<file path="src/rtl/fpu_result_fifo.sv">
// Purpose : show-ahead result FIFO behind the fpu, plus saturating exception/drop counters.
// Latency : a result pushed into an empty FIFO is visible on rd_*_out one cycle later.
// Backpres: rd_ready_in pops the head; results arriving while full with no pop are dropped and counted.
//
// Ports:
//   clock100KHz / reset        : rising-edge clock, asynchronous active-low reset
//   res_valid_in, data_in,
//   status_in, flags_in        : one-cycle result strobe and its payload
//   rd_ready_in, rd_valid_out,
//   rd_data/status/flags_out   : valid/ready read port showing the head entry (zero when empty)
//   level_out, full_out,
//   empty_out                  : occupancy
//   clear_cnt_in, *_cnt_out    : synchronous counter clear and saturating statistics counters
module fpu_result_fifo #(
    parameter int DEPTH = 8,
    parameter int CNT_W = 8
) (
    input  logic                       clock100KHz,
    input  logic                       reset,
    input  logic                       res_valid_in,
    input  logic [31:0]                data_in,
    input  logic [3:0]                 status_in,
    input  logic                       flags_in,
    input  logic                       rd_ready_in,
    output logic                       rd_valid_out,
    output logic [31:0]                rd_data_out,
    output logic [3:0]                 rd_status_out,
    output logic                       rd_flags_out,
    output logic [$clog2(DEPTH):0]     level_out,
    output logic                       full_out,
    output logic                       empty_out,
    input  logic                       clear_cnt_in,
    output logic [CNT_W-1:0]           ovf_cnt_out,
    output logic [CNT_W-1:0]           unf_cnt_out,
    output logic [CNT_W-1:0]           inx_cnt_out,
    output logic [CNT_W-1:0]           drop_cnt_out
);

    localparam int PTR_W = $clog2(DEPTH);
    localparam int LVL_W = PTR_W + 1;

    typedef struct packed {
        logic        flags;
        logic [3:0]  status;
        logic [31:0] data;
    } entry_t;

    entry_t             mem_q [DEPTH];
    logic [PTR_W-1:0]   rd_ptr_q, rd_ptr_d;
    logic [PTR_W-1:0]   wr_ptr_q, wr_ptr_d;
    logic [LVL_W-1:0]   level_q, level_d;
    logic [CNT_W-1:0]   ovf_cnt_q, ovf_cnt_d;
    logic [CNT_W-1:0]   unf_cnt_q, unf_cnt_d;
    logic [CNT_W-1:0]   inx_cnt_q, inx_cnt_d;
    logic [CNT_W-1:0]   drop_cnt_q, drop_cnt_d;

    logic   full, empty, pop, push, drop;
    entry_t head;

    // Increment by one unless already at all-ones.
    function automatic logic [CNT_W-1:0] sat_inc(input logic [CNT_W-1:0] c, input logic en);
        sat_inc = (en && (c != {CNT_W{1'b1}})) ? c + CNT_W'(1) : c;
    endfunction

    always_comb begin
        full  = (level_q == LVL_W'(DEPTH));
        empty = (level_q == '0);
        pop   = !empty && rd_ready_in;
        // A pop on the same edge frees a slot, so a full FIFO can still accept.
        push  = res_valid_in && (!full || pop);
        drop  = res_valid_in && full && !pop;

        rd_ptr_d = pop  ? rd_ptr_q + PTR_W'(1) : rd_ptr_q;
        wr_ptr_d = push ? wr_ptr_q + PTR_W'(1) : wr_ptr_q;

        level_d = level_q;
        if (push && !pop)      level_d = level_q + LVL_W'(1);
        else if (pop && !push) level_d = level_q - LVL_W'(1);

        if (clear_cnt_in) begin
            ovf_cnt_d  = '0;
            unf_cnt_d  = '0;
            inx_cnt_d  = '0;
            drop_cnt_d = '0;
        end else begin
            // Every set bit counts, so a multi-hot status bumps several counters.
            ovf_cnt_d  = sat_inc(ovf_cnt_q,  push && status_in[1]);
            unf_cnt_d  = sat_inc(unf_cnt_q,  push && status_in[2]);
            inx_cnt_d  = sat_inc(inx_cnt_q,  push && status_in[3]);
            drop_cnt_d = sat_inc(drop_cnt_q, drop);
        end

        // Storage is not reset, so mask the head while empty.
        head = empty ? '0 : mem_q[rd_ptr_q];
    end

    always_ff @(posedge clock100KHz or negedge reset) begin
        if (!reset) begin
            rd_ptr_q   <= '0;
            wr_ptr_q   <= '0;
            level_q    <= '0;
            ovf_cnt_q  <= '0;
            unf_cnt_q  <= '0;
            inx_cnt_q  <= '0;
            drop_cnt_q <= '0;
        end else begin
            rd_ptr_q   <= rd_ptr_d;
            wr_ptr_q   <= wr_ptr_d;
            level_q    <= level_d;
            ovf_cnt_q  <= ovf_cnt_d;
            unf_cnt_q  <= unf_cnt_d;
            inx_cnt_q  <= inx_cnt_d;
            drop_cnt_q <= drop_cnt_d;
        end
    end

    always_ff @(posedge clock100KHz) begin
        if (push) mem_q[wr_ptr_q] <= '{flags: flags_in, status: status_in, data: data_in};
    end

    assign rd_valid_out  = !empty;
    assign rd_data_out   = head.data;
    assign rd_status_out = head.status;
    assign rd_flags_out  = head.flags;
    assign level_out     = level_q;
    assign full_out      = full;
    assign empty_out     = empty;
    assign ovf_cnt_out   = ovf_cnt_q;
    assign unf_cnt_out   = unf_cnt_q;
    assign inx_cnt_out   = inx_cnt_q;
    assign drop_cnt_out  = drop_cnt_q;

endmodule

</file>
<file path="config.mk">
export PLATFORM = sky130hd
export DESIGN_NAME = fpu_result_fifo
export DESIGN_NICKNAME = d
export VERILOG_FILES = /design/src/rtl/fpu_result_fifo.sv
export SDC_FILE = /design/constraint.sdc
export NUM_CORES = 1
export LEC_CHECK = 0
export CAP_MARGIN = 10
export CELL_PAD_IN_SITES_DETAIL_PLACEMENT = 0
export CELL_PAD_IN_SITES_GLOBAL_PLACEMENT = 1
export CORE_UTILIZATION = 55
export CTS_BUF_LIST = sky130_fd_sc_hd__clkbuf_8
export CTS_CLUSTER_SIZE = 25
export DETAILED_ROUTE_END_ITERATION = 7
export GPL_ROUTABILITY_DRIVEN = 0
export PLACE_DENSITY_LB_ADDON = 0.05
export REMOVE_ABC_BUFFERS = 1
export SYNTH_ARGS = -nofsm -noshare
export SYNTH_HDL_FRONTEND = slang
export SYNTH_SLANG_ARGS = --single-unit
</file>
<file path="constraint.sdc">
create_clock -name clock100KHz -period 8.9 [get_ports clock100KHz]
set_input_delay 1.335 -clock clock100KHz [delete_from_list [all_inputs] [get_ports clock100KHz]]
set_output_delay 1.335 -clock clock100KHz [all_outputs]
set_load 0.02 [all_outputs]
</file>
## Word-level counts from Yosys, hierarchy flattened

Memory sizes are Yosys's and may differ from the RTL's.
Cells that the tools add are included.

- Register bits after elaboration: 42
- RAM bits: 296
- Bits of input ports: 42
- Output and inout bits: 76
- Word-level logic and storage cells: 58
- Memories: 1

- Add/sub/neg operators: 8
- Eq/ne operators: 5
- Mux-type cells: 13
- Reduce and logical (&&, ||, !) cells: 24

Memories:

| name | depth | bits a word | rd ports | clocked after memory_dff | wr ports | line | text |
|---|---|---|---|---|---|---|---|
| mem_q | 8 | 37 | 1 | 0 | 1 | 48 | `entry_t mem_q [DEPTH];` |

Operators by type and width:

| operator | count |
|---|---|
| 2-to-1 mux 8 bit | 8 |
| 2-to-1 mux 37 bit | 1 |
| adder 8 x 1 -> 8 bit, second input constant | 4 |
| != test 8 bit, second input constant | 4 |
| logical AND 1 bit | 13 |
| nonzero test 2 bit | 5 |
| 2-to-1 mux 4 bit | 2 |
| adder 3 x 1 -> 3 bit, second input constant | 2 |
| adder 4 x 1 -> 4 bit, second input constant | 1 |
| equality test 4 bit, second input constant | 1 |
| logical NOT 1 bit | 4 |
| logical NOT 4 bit | 1 |
| subtractor 4 x 1 -> 4 bit, second input constant | 1 |
| 2-to-1 mux 1 bit | 2 |
| logical OR 1 bit | 1 |

## Longest topological paths before layout

Gate-level depths: netlist of run 1.

- Depth after elaboration: 9
- Depth in mapped cells: 11
- Gate-level depth less buffers: 10

## Worst setup path after synthesis of run 1

No wires, ideal clock.

- Path type: input to register
- Start: input rd_ready_in
- End: memory mem_q[0][0] (netlist bit) (enable)
- Setup time: 523 ps
- Arrival: 5274 ps
- Setup slack: 3102 ps
- Stages: 4
- Path buffers: 2
- Path through: o21ai_1 buf_2 buf_2 nor4_1

- Word-level cells in the longest chain between the ends: 5

Ends and longest elaborated chain:

| what | line | text |
|---|---|---|
| start: declaration | 24 | `input logic rd_ready_in,` |
| logical AND 1 bit | 68 | `pop = !empty && rd_ready_in;` |
| logical OR 1 bit | 70 | `push = res_valid_in && (!full \|\| pop);` |
| logical AND 1 bit | 70 |  |
| 2-to-1 mux 1 bit | 118 | `if (push) mem_q[wr_ptr_q] <= '{flags: flags_in, status: status_in, data: data_in};` |
| 2-to-1 mux 1 bit (implied by the code) | 118 |  |
| end: declaration | 48 |  |

Every way passes these cells.

## Worst setup path after layout of run 1

- Start: register rd_ptr_q[0]
- End: output rd_data_out[15]

- Word-level cells in the longest chain between the ends: 2

Ends and longest elaborated chain:

| what | line | text |
|---|---|---|
| start: declaration | 49 | `logic [PTR_W-1:0] rd_ptr_q, rd_ptr_d;` |
| start signal: assignment | 107 | `rd_ptr_q <= rd_ptr_d;` |
| memory read (8 x 37 bit) | - |  |
| 2-to-1 mux 37 bit | 94 | `head = empty ? '0 : mem_q[rd_ptr_q];` |
| end: declaration | 26 | `output logic [31:0] rd_data_out,` |

Every way passes these cells.

==> reports/results.ini, run 1 <==
[placement]
numPortBuffers = 117
post-place-ws_ps = 4370
place_area_um2 = 15200
dpl.hpwl_um = 14800

[grt]
gr-max-usage-layer = met2
overflow = 0
grt_pass1_wl_um = 41500
antenna_found_initial = 1
use_met2 = 0.371
met3_usage = 0.0456
grt_max_degree = 77
grt_pass1_vias = 7634
grt_use_met1 = 0.276
grt_usage = 0.215

[pwr]
internal_power_mw = 3.47
pwr-share-clk = 0.246
switchingPower_mw = 1.59
powerDensity_nw_per_um2 = 311
seqPwrFrac = 0.426
power_mw = 5.06
p_leak_nw = 5.51
p_sw_frac = 0.314
vdd_drop_max_mv = 0.220
pwr-share-comb = 0.328

[die]
io_pins = 118
core-area_um2 = 24300
rows = 57
start_util = 0.560
die_w_um = 159
die_h_um = 159
die_area_um2 = 25400

[routing]
dr.pass1.iters = 4
vias = 7212
drc = 0
drt_iter0_markers = 363
via_per_inst = 5.83
routedWlPerCell_um = 21.6
wl_um = 26700
ant_nets = 0

[timing]
period_minus_slack_ps = 5010
fin_tns_setup_ps = 0
fmax_mhz = 200
fin_hold_ws_ps = 591
finalCritPeriodShare = 0.563
setup_ws_ps = 3890
fin_worst_skew_ps = 15.2
hold_violations = 0
drv_slew = 0
rsz0062_at_grt = no
worstMarginPinSlew_ps = 1140
relSlewSlack = 0.240
setup_viol = 0

[clocking]
cts_resized = 0
cts_tree = yes
clkSinkCount = 338
clk_pin_slew_worst_paths_ps = 60
clk_latency_ps = 560
h-tree-depth = 2
cts_hold_buf = 0
cts_setup_buffers = 0
cts_buffers = 53
clock_path_buffers = 3
clockRootBuffer = clkbuf_8

[critical_path]
max_stage_delay_ps = 890
crit_type = flop to output pin
reg2reg_from = level_out[0]
critPathMaxFanout = 53
cp.arrival_ps = 3680
reg2reg_slack_ps = 5360
cp_data_required_time_ps = 7570
slowest_stage = buf_4
end_kind = output pin
path_cells = buf_4 -> mux4_2 -> mux2i_1 -> nor2_1 -> clkdlybuf4s50_1
r2r-end = level_out[3]
cp-start-kind = flop
r2r_cells = 10

[yosys]
synth_edf_count = 296
synth_top_cell_area_share = 0.653
yosysWarnings = 0
netlist_instances = 719
ys.flop_type = edfxtp_1
ys_seq_area_frac = 0.730
synth_area_um2 = 13600
syn_avg_cell_area_um2 = 18.9
yosysMostFrequentCell = edfxtp_1
async_reset_ff_frac = 0.124
yosys.area.top_type = edfxtp_1
yosys-top-cells-count = edfxtp_1, mux4_2, nor2_1
synth_seq_cells = 338
yosysUniqueCellTypes = 42
ys_top_cells_by_area = edfxtp_1, mux4_2, dfrtp_1, mux2i_1, nor2_1

[finish]
nets = 923
drive_gt1_frac = 0.208
synthToLayoutAreaGrowth_pct = 19.3
fill_cells = 1646
finalInstanceArea_um2 = 16200

[flow_run]
drv_cap = 0

[min_path]
hold_path_end = inx_cnt_out[1]
min_path_type = flop to flop
min-delay-start = inx_cnt_out[1]
whs_path_depth = 2

[status]
outcome = finished, final reports clean

logic make-up after synthesis:
| group | count (synthesis) | share of synthesized area |
|---|---|---|
| and+or+nand+nor | 153 | 0.0609 |
| muxes | 125 | 0.161 |
| adders and majority gates | 10 | 0.00974 |
| DFF | 338 | 0.730 |
| buffers and inverters | 40 | 0.0129 |
| AOI/OAI and AO/OA | 47 | 0.0216 |
| xor gates and xnor gates | 6 | 0.00386 |
routing by layer:
metal / vias up / share of wire
li1: 3238 / -
met5: - / 0
met3: 36 / 0.053
met2: 205 / 0.51
met4: 0 / 0.018
met1: 3733 / 0.42
state kept, by name, summed over array words and instances (netlist names):
name          count
drop_cnt_out      8
inx_cnt_out       8
level_out         4
mem_q           296
ovf_cnt_out       8
rd_ptr_q          3
unf_cnt_out       8
wr_ptr_q          3
per-stage QoR:
| step | utilization | std cells |
|---|---|---|
| finish | 0.668 | 1238 |
| detailed placement | 0.625 | 1139 |
| global route | 0.668 | 1238 |
| CTS | 0.667 | 1236 |
| floorplan | - | 684 |
| global placement | 0.625 | 1139 |
power groups by stage:
| stage | clock (mW) | sequential, mW | combinational, mW |
|---|---|---|---|
| after floorplan | 0 | 2.22 | 1.01 |
| after global placement | 0 | 2.17 | 1.66 |
| after detailed placement | 0 | 2.19 | 1.68 |
| after CTS | 1.28 | 2.16 | 1.68 |
| after global routing | 1.35 | 2.18 | 1.77 |
| final | 1.25 | 2.15 | 1.66 |
layout by cell type (no fill, tap or decap), types with 4 or more instances in the layout:
master,instances
nor2b_1,9
o31ai_1,13
and4_1,6
mux4_2,74
clkinv_1,15
mux2i_1,41
nand2b_1,8
clkbuf_8,60
nor3_1,8
ha_1,9
clkinv_2,10
nor3_2,4
or4_1,13
a21oi_1,17
xnor2_1,6
nand4_1,8
nand2_1,18
nand3_1,8
clkdlybuf4s50_1,116
mux2_2,10
dfrtp_1,39
nor2_1,50
inv_1,13
o21ai_0,6
buf_4,14
edfxtp_1,296
how the worst max path moves through the flow:
| stage | endpoint | startpoint |
|---|---|---|
| floorplan | mem_q[0][0] | rd_ready_in |
| global placement | rd_data_out[25] | rd_ptr_q[0] |
| detailed placement | rd_data_out[15] | rd_ptr_q[0] |
| CTS | rd_data_out[15] | rd_ptr_q[0] |
| global route | rd_data_out[15] | rd_ptr_q[0] |
| finish | rd_data_out[15] | rd_ptr_q[0] |
layout make-up:
type	instances	area, µm²	share of cell area
Timing Repair Buffer	132	1280	0.0789
Sequential cell	338	9950	0.612
Antenna cell	1	2.50	0.000154
Tap cell	324	405	0.0250
Multi-Input combinational cell	341	3550	0.219
Inverter	5	20.0	0.00123
Clock inverter	37	210	0.0129
Clock buffer	60	826	0.0508
critical path: cells and delay by family (launching register included):
family / cells / cell delay [ps]
buf+inv: 2 / 1460
mux: 2 / 800
flops: 1 / 740
simple gates: 1 / 100
Power figures use the tool's default switching activity.
==> inputs of run 2 (changes only) <==
--- a/config.mk
+++ b/config.mk
@@ -8,7 +8,7 @@
 export CAP_MARGIN = 10
 export CELL_PAD_IN_SITES_DETAIL_PLACEMENT = 0
 export CELL_PAD_IN_SITES_GLOBAL_PLACEMENT = 1
-export CORE_UTILIZATION = 55
+export CORE_UTILIZATION = 47
 export CTS_BUF_LIST = sky130_fd_sc_hd__clkbuf_8
 export CTS_CLUSTER_SIZE = 25
 export DETAILED_ROUTE_END_ITERATION = 7
==> constraint.sdc (replaced) <==
create_clock -name clock100KHz -period 4.4 [get_ports clock100KHz]
set_input_delay 0.66 -clock clock100KHz [delete_from_list [all_inputs] [get_ports clock100KHz]]
set_output_delay 0.66 -clock clock100KHz [all_outputs]
set_load 0.02 [all_outputs]
==> run 2 against run 1 <==
Critical endpoint is now rd_data_out[14]. Largest cell class unchanged. Via count increased by 1.3%. Final area increased by 1.1%. Clock skew about the same. Flip-flop and latch count unchanged. Largest power group unchanged.
==> reports/results.ini, run 2 (synthesis gave the netlist of run 1 again) <==
[timing]
worstMarginPinSlew_ps = 1000  ; -139 ps
rsz0062_at_grt = no
drv_slew = 0  ; unchanged
period_minus_slack_ps = 3980
setup_viol = 0  ; unchanged
fin_tns_setup_ps = 0  ; unchanged
fin_worst_skew_ps = 14.9  ; -0.326 ps
setup_ws_ps = 419  ; -3470 ps
relSlewSlack = 0.333  ; +0.0928
fmax_mhz = 251
finalCritPeriodShare = 0.905
hold_violations = 0  ; unchanged
fin_hold_ws_ps = 233  ; -358 ps

[status]
outcome = finished, final reports clean

[finish]
final_util = 0.583  ; -0.0850
final_cell_mix = edfxtp_1, clkdlybuf4s50_1, mux4_2
largest_reg_flops = 296  ; unchanged
fill_cells = 2141  ; +30%
finalInstanceArea_um2 = 16400  ; +1.1%
nets = 931  ; +0.87%
drive_gt1_frac = 0.219  ; +0.0107
synthToLayoutAreaGrowth_pct = 20.6
finalNonFillerCells = 1304  ; +5.3%
final_common_cell = edfxtp_1
top_register = mem_q

[clocking]
cts_resized = 0  ; unchanged
clk_pin_slew_worst_paths_ps = 60  ; about the same
clock_path_buffers = 3  ; unchanged
clk_latency_ps = 580  ; +20 ps
cts_setup_buffers = 0  ; unchanged
cts_hold_buf = 0  ; unchanged
cts_buffers = 56  ; +5.7%
h-tree-depth = 2  ; unchanged
clkSinkCount = 338  ; unchanged
cts_tree = yes
clockRootBuffer = clkbuf_8

[routing]
drc = 0  ; unchanged
vias = 7305  ; +1.3%
ant_nets = 0  ; unchanged
via_per_inst = 5.60  ; -3.8%
dr.pass1.iters = 6  ; +2
wl_um = 28500  ; +6.5%
drt_iter0_markers = 562  ; +55%
wl_met2_um = 14300  ; +4.6%
route.met3.wl_um = 1510  ; +6.3%
wl_met1_um = 12100  ; +8.6%
highest_layer = met5
routedWlPerCell_um = 21.8  ; +1.1%

[critical_path]
end_kind = output pin
critPathMaxFanout = 38  ; -28%
r2r-end = level_out[3]
cp-start-kind = flop
reg2reg_slack_ps = 1420  ; -3940 ps
r2r_cells = 9  ; -1
worstSetupStartpoint = level_out[0]
cp_data_required_time_ps = 3740  ; -3830 ps
crit_type = flop to output pin
cp.arrival_ps = 3320  ; -360 ps
reg2reg_from = level_out[0]

[grt]
grt_usage = 0.201  ; -0.0139
grt_max_degree = 67  ; -13%
grt_pass1_wl_um = 43900  ; +5.9%
overflow = 0  ; unchanged
grt_pass1_vias = 7803  ; +2.2%
antenna_found_initial = 3  ; +2

[pwr]
powerDensity_nw_per_um2 = 629  ; +100%
vdd_drop_max_mv = 0.338  ; +54%
power_mw = 10.3  ; +100%
p_leak_nw = 5.55  ; +0.70%

[die]
die_w_um = 172  ; +8.1%
die_area_um2 = 29600  ; +17%
io_pins = 118  ; unchanged
start_util = 0.483  ; -0.0764
core-area_um2 = 28200  ; +16%
rows = 61  ; +7.0%
die_h_um = 172  ; +8.1%

[placement]
placed_cells = 1199  ; +5.3%
place_area_um2 = 15400  ; +1.2%
numPortBuffers = 117  ; unchanged
post-place-ws_ps = 970  ; -3400 ps
dpl.hpwl_um = 15800  ; +6.7%

[flow_run]
drv_cap = 0  ; unchanged

[min_path]
min_path_type = input port to asynchronous set/reset pin

-- run 2: changes by cell type in the layout (fill, tap and decap cells not counted), sizes merged --
cell	before	now
clkinv	25	28
bufinv	2	0
clkinvlp	2	5
buf	16	21
diode	1	3
clkbuf	60	61
-- run 2: worst max path at each step --
stage / to / depth (start not counted)
floorplan: mem_q[0][0] / 3
global placement: rd_data_out[14] / 4
detailed placement: rd_data_out[14] / 4
CTS: rd_data_out[14] / 4
global route: rd_data_out[14] / 4
finish: rd_data_out[14] / 4
-- run 2: cell type report --
class	instances	area, µm²	share of cell area
Antenna cell	3	7.51	0.000457
Clock buffer	61	840	0.0511
Clock inverter	41	189	0.0115
Inverter	5	20.0	0.00122
Multi-Input combinational cell	341	3550	0.216
Sequential cell	338	9950	0.606
Tap cell	378	473	0.0288
Timing Repair Buffer	137	1390	0.0847
-- run 2: power by group --
part           switching, mW  internal (mW)
sequential             0.346           3.97
clock                   1.22           1.28
combinational           1.77           1.74
total                   3.33           6.99
-- run 2: layer usage --
| layer | vias to the layer above | GRT usage |
|---|---|---|
| met5 | - | 0 |
| met4 | 2 | 0.0585 |
| met3 | 50 | 0.0394 |
| met2 | 187 | 0.340 |
| met1 | 3806 | 0.264 |
| li1 | 3260 | - |
-- run 2: worst max-delay path, stage by stage, from the launching register on --
cell,delay (ps)
dfrtp_1,470
or4_1,630
inv_2,740
nor2_1,280
clkdlybuf4s50_1,610
==> inputs of run 3 (changes only) <==
--- a/config.mk
+++ b/config.mk
@@ -10,6 +10,7 @@
 export CELL_PAD_IN_SITES_GLOBAL_PLACEMENT = 1
 export CORE_UTILIZATION = 47
 export CTS_BUF_LIST = sky130_fd_sc_hd__clkbuf_8
+export CTS_CLUSTER_DIAMETER = 200
 export CTS_CLUSTER_SIZE = 25
 export DETAILED_ROUTE_END_ITERATION = 7
 export GPL_ROUTABILITY_DRIVEN = 0
==> run 3 against run 2 <==
Flip-flop and latch count stayed put. Final area is 4.5% lower. Register-to-register slack got worse by 40 ps. Via count fell by 3.5%. Core utilization fell by 2.6 points. Critical endpoint unchanged. Setup slack improved by 13 ps. First-iteration DRC count is 13% lower. Routed wire length down 2.8%. Global-route usage is 0.76 points lower. Largest cell class unchanged. Final cell count shrank 5.6%. Count of clock-buffer cells in the layout is 44 lower. Clock power decreased by 48%.
==> reports/results.ini, run 3 (synthesis gave the netlist of run 1 again) <==
[status]
outcome = finished, final reports clean

[routing]
wl_um = 27700  ; -2.8%
drc = 0  ; unchanged
routedWlPerCell_um = 22.5  ; +3.0%
vias = 7049  ; -3.5%
drt_iter0_markers = 487  ; -13%
ant_nets = 0  ; unchanged
dr.pass1.iters = 5  ; -1
via_per_inst = 5.73  ; +2.2%

[finish]
top_register = mem_q
fill_cells = 2169  ; +1.3%
final_cell_mix = edfxtp_1, clkdlybuf4s50_1, mux4_2
multi_input_area_um2 = 3550  ; unchanged
final_common_cell = edfxtp_1
drive_gt1_frac = 0.166  ; -0.0530
synthToLayoutAreaGrowth_pct = 15.2
nets = 892  ; -4.2%
regArea_um2 = 9950  ; unchanged
largest_reg_flops = 296  ; unchanged

[die]
die_h_um = 172  ; unchanged
start_util = 0.483  ; unchanged
io_pins = 118  ; unchanged
die_w_um = 172  ; unchanged
rows = 61  ; unchanged
core-area_um2 = 28200  ; unchanged
die_area_um2 = 29600  ; unchanged

[clocking]
clkSinkCount = 338  ; unchanged
clk_pin_slew_worst_paths_ps = 150  ; +90 ps
cts_buffers = 17  ; -70%
clock_path_buffers = 3  ; unchanged
h-tree-depth = 1  ; -1
cts_setup_buffers = 0  ; unchanged
clk_latency_ps = 550  ; -30 ps
cts_hold_buf = 0  ; unchanged
cts_resized = 0  ; unchanged
cts_tree = yes
clockRootBuffer = clkbuf_8

[placement]
numPortBuffers = 117  ; unchanged
post-place-ws_ps = 970  ; unchanged
dpl.hpwl_um = 15800  ; unchanged

[flow_run]
drv_cap = 0  ; unchanged

[grt]
overflow = 0  ; unchanged
grt_usage = 0.193  ; -0.00764
grt_pass1_wl_um = 42400  ; -3.4%
grt_max_degree = 67  ; unchanged
antenna_found_initial = 3  ; unchanged
grt_pass1_vias = 7377  ; -5.5%

[critical_path]
slowest_stage = inv_2
cp_num_buf_inv = 2  ; unchanged
max_stage_delay_ps = 710  ; -30 ps
cp_data_required_time_ps = 3740  ; about the same
critPathMaxFanout = 38  ; unchanged
cp.arrival_ps = 3310  ; about the same
end_kind = output pin
cp-start-kind = flop
crit_type = flop to output pin
cpLargestDelayFamily = buffers and inverters
path_cells = or4_1 -> inv_2 -> nor2_1 -> clkdlybuf4s50_1

[min_path]
min_path_type = input port to asynchronous set/reset pin

[timing]
setup_viol = 0  ; unchanged
fmax_mhz = 252  ; +0.33%
fin_worst_skew_ps = 20.7  ; +5.74 ps
finalCritPeriodShare = 0.902  ; -0.00301
fin_tns_setup_ps = 0  ; unchanged
hold_violations = 0  ; unchanged
period_minus_slack_ps = 3970  ; -13.3 ps
worstMarginPinSlew_ps = 1000  ; +1.16 ps
rsz0062_at_grt = no
relSlewSlack = 0.332  ; -0.000772
setup_ws_ps = 432  ; +13.3 ps
drv_slew = 0  ; unchanged

[pwr]
vdd_drop_max_mv = 0.294  ; -13%
p_leak_nw = 5.18  ; -6.7%
powerDensity_nw_per_um2 = 580  ; -7.7%

-- run 3: changes by cell type in the layout (fill, tap and decap cells not counted) --
cell	change
inv_1	+2
clkbuf_8	-44
clkinv_8	+1
clkinv_1	-14
clkinv_2	-13
clkinvlp_4	-5
-- run 3: layer usage --
layer,GRT usage,wire length [µm],up-vias
met5,0,13,-
met4,0.0342,303,2
met3,0.0261,1230,25
met2,0.336,14000,158
met1,0.262,12100,3715
li1,-,-,3149
-- run 3: worst register-to-register path: stages (launching register included) --
cell and delay (ps):
dfrtp_1 500, or4b_4 590, o21ai_2 140, inv_1 180
ha_1 300, inv_1 160, ha_1 260, a21o_1 210
a2111oi_0 440, o31ai_1 140
-- run 3: metrics by stage --
stage	cell area [µm²]	power (mW)	util	instances	hold slack, ps
after CTS	15700	9.24	0.557	1228	256
final	15700	9.10	0.557	1231	235
after global routing	15700	9.58	0.557	1228	290
after detailed placement	15400	7.97	0.546	1199	505
after global placement	15400	7.90	0.546	1199	493
after floorplan	13500	6.53	-	684	364
-- run 3: path summary, 6_finish.rpt --
kind | start | endpoint | slack, ps | cells after the start
worst min-delay path | reset | level_out[2] | 240 | 1
worst min register to register | rd_ptr_q[2] | rd_ptr_q[2] | 520 | 1
min in group clock100KHz | rd_ptr_q[2] | rd_ptr_q[2] | 520 | 1
worst max register to register | level_out[0] | level_out[3] | 1380 | 9
worst max-delay path | level_out[0] | rd_data_out[14] | 430 | 4
max in group asynchronous | reset | rd_ptr_q[0] | 3450 | 1
-- run 3: cell type report --
class / instances / area share
timing repair buffer: 137 / 0.0887
sequential: 338 / 0.634
clock inverter: 12 / 0.00367
inverter: 5 / 0.00128
multi-input combinational: 341 / 0.226
antenna: 3 / 0.000479
clock buffer: 17 / 0.0149
tap: 378 / 0.0302
-- run 3: power breakdown --
group	switching (mW)	internal (mW)
sequential	0.347	3.96
combinational	1.77	1.74
clock	0.913	0.376
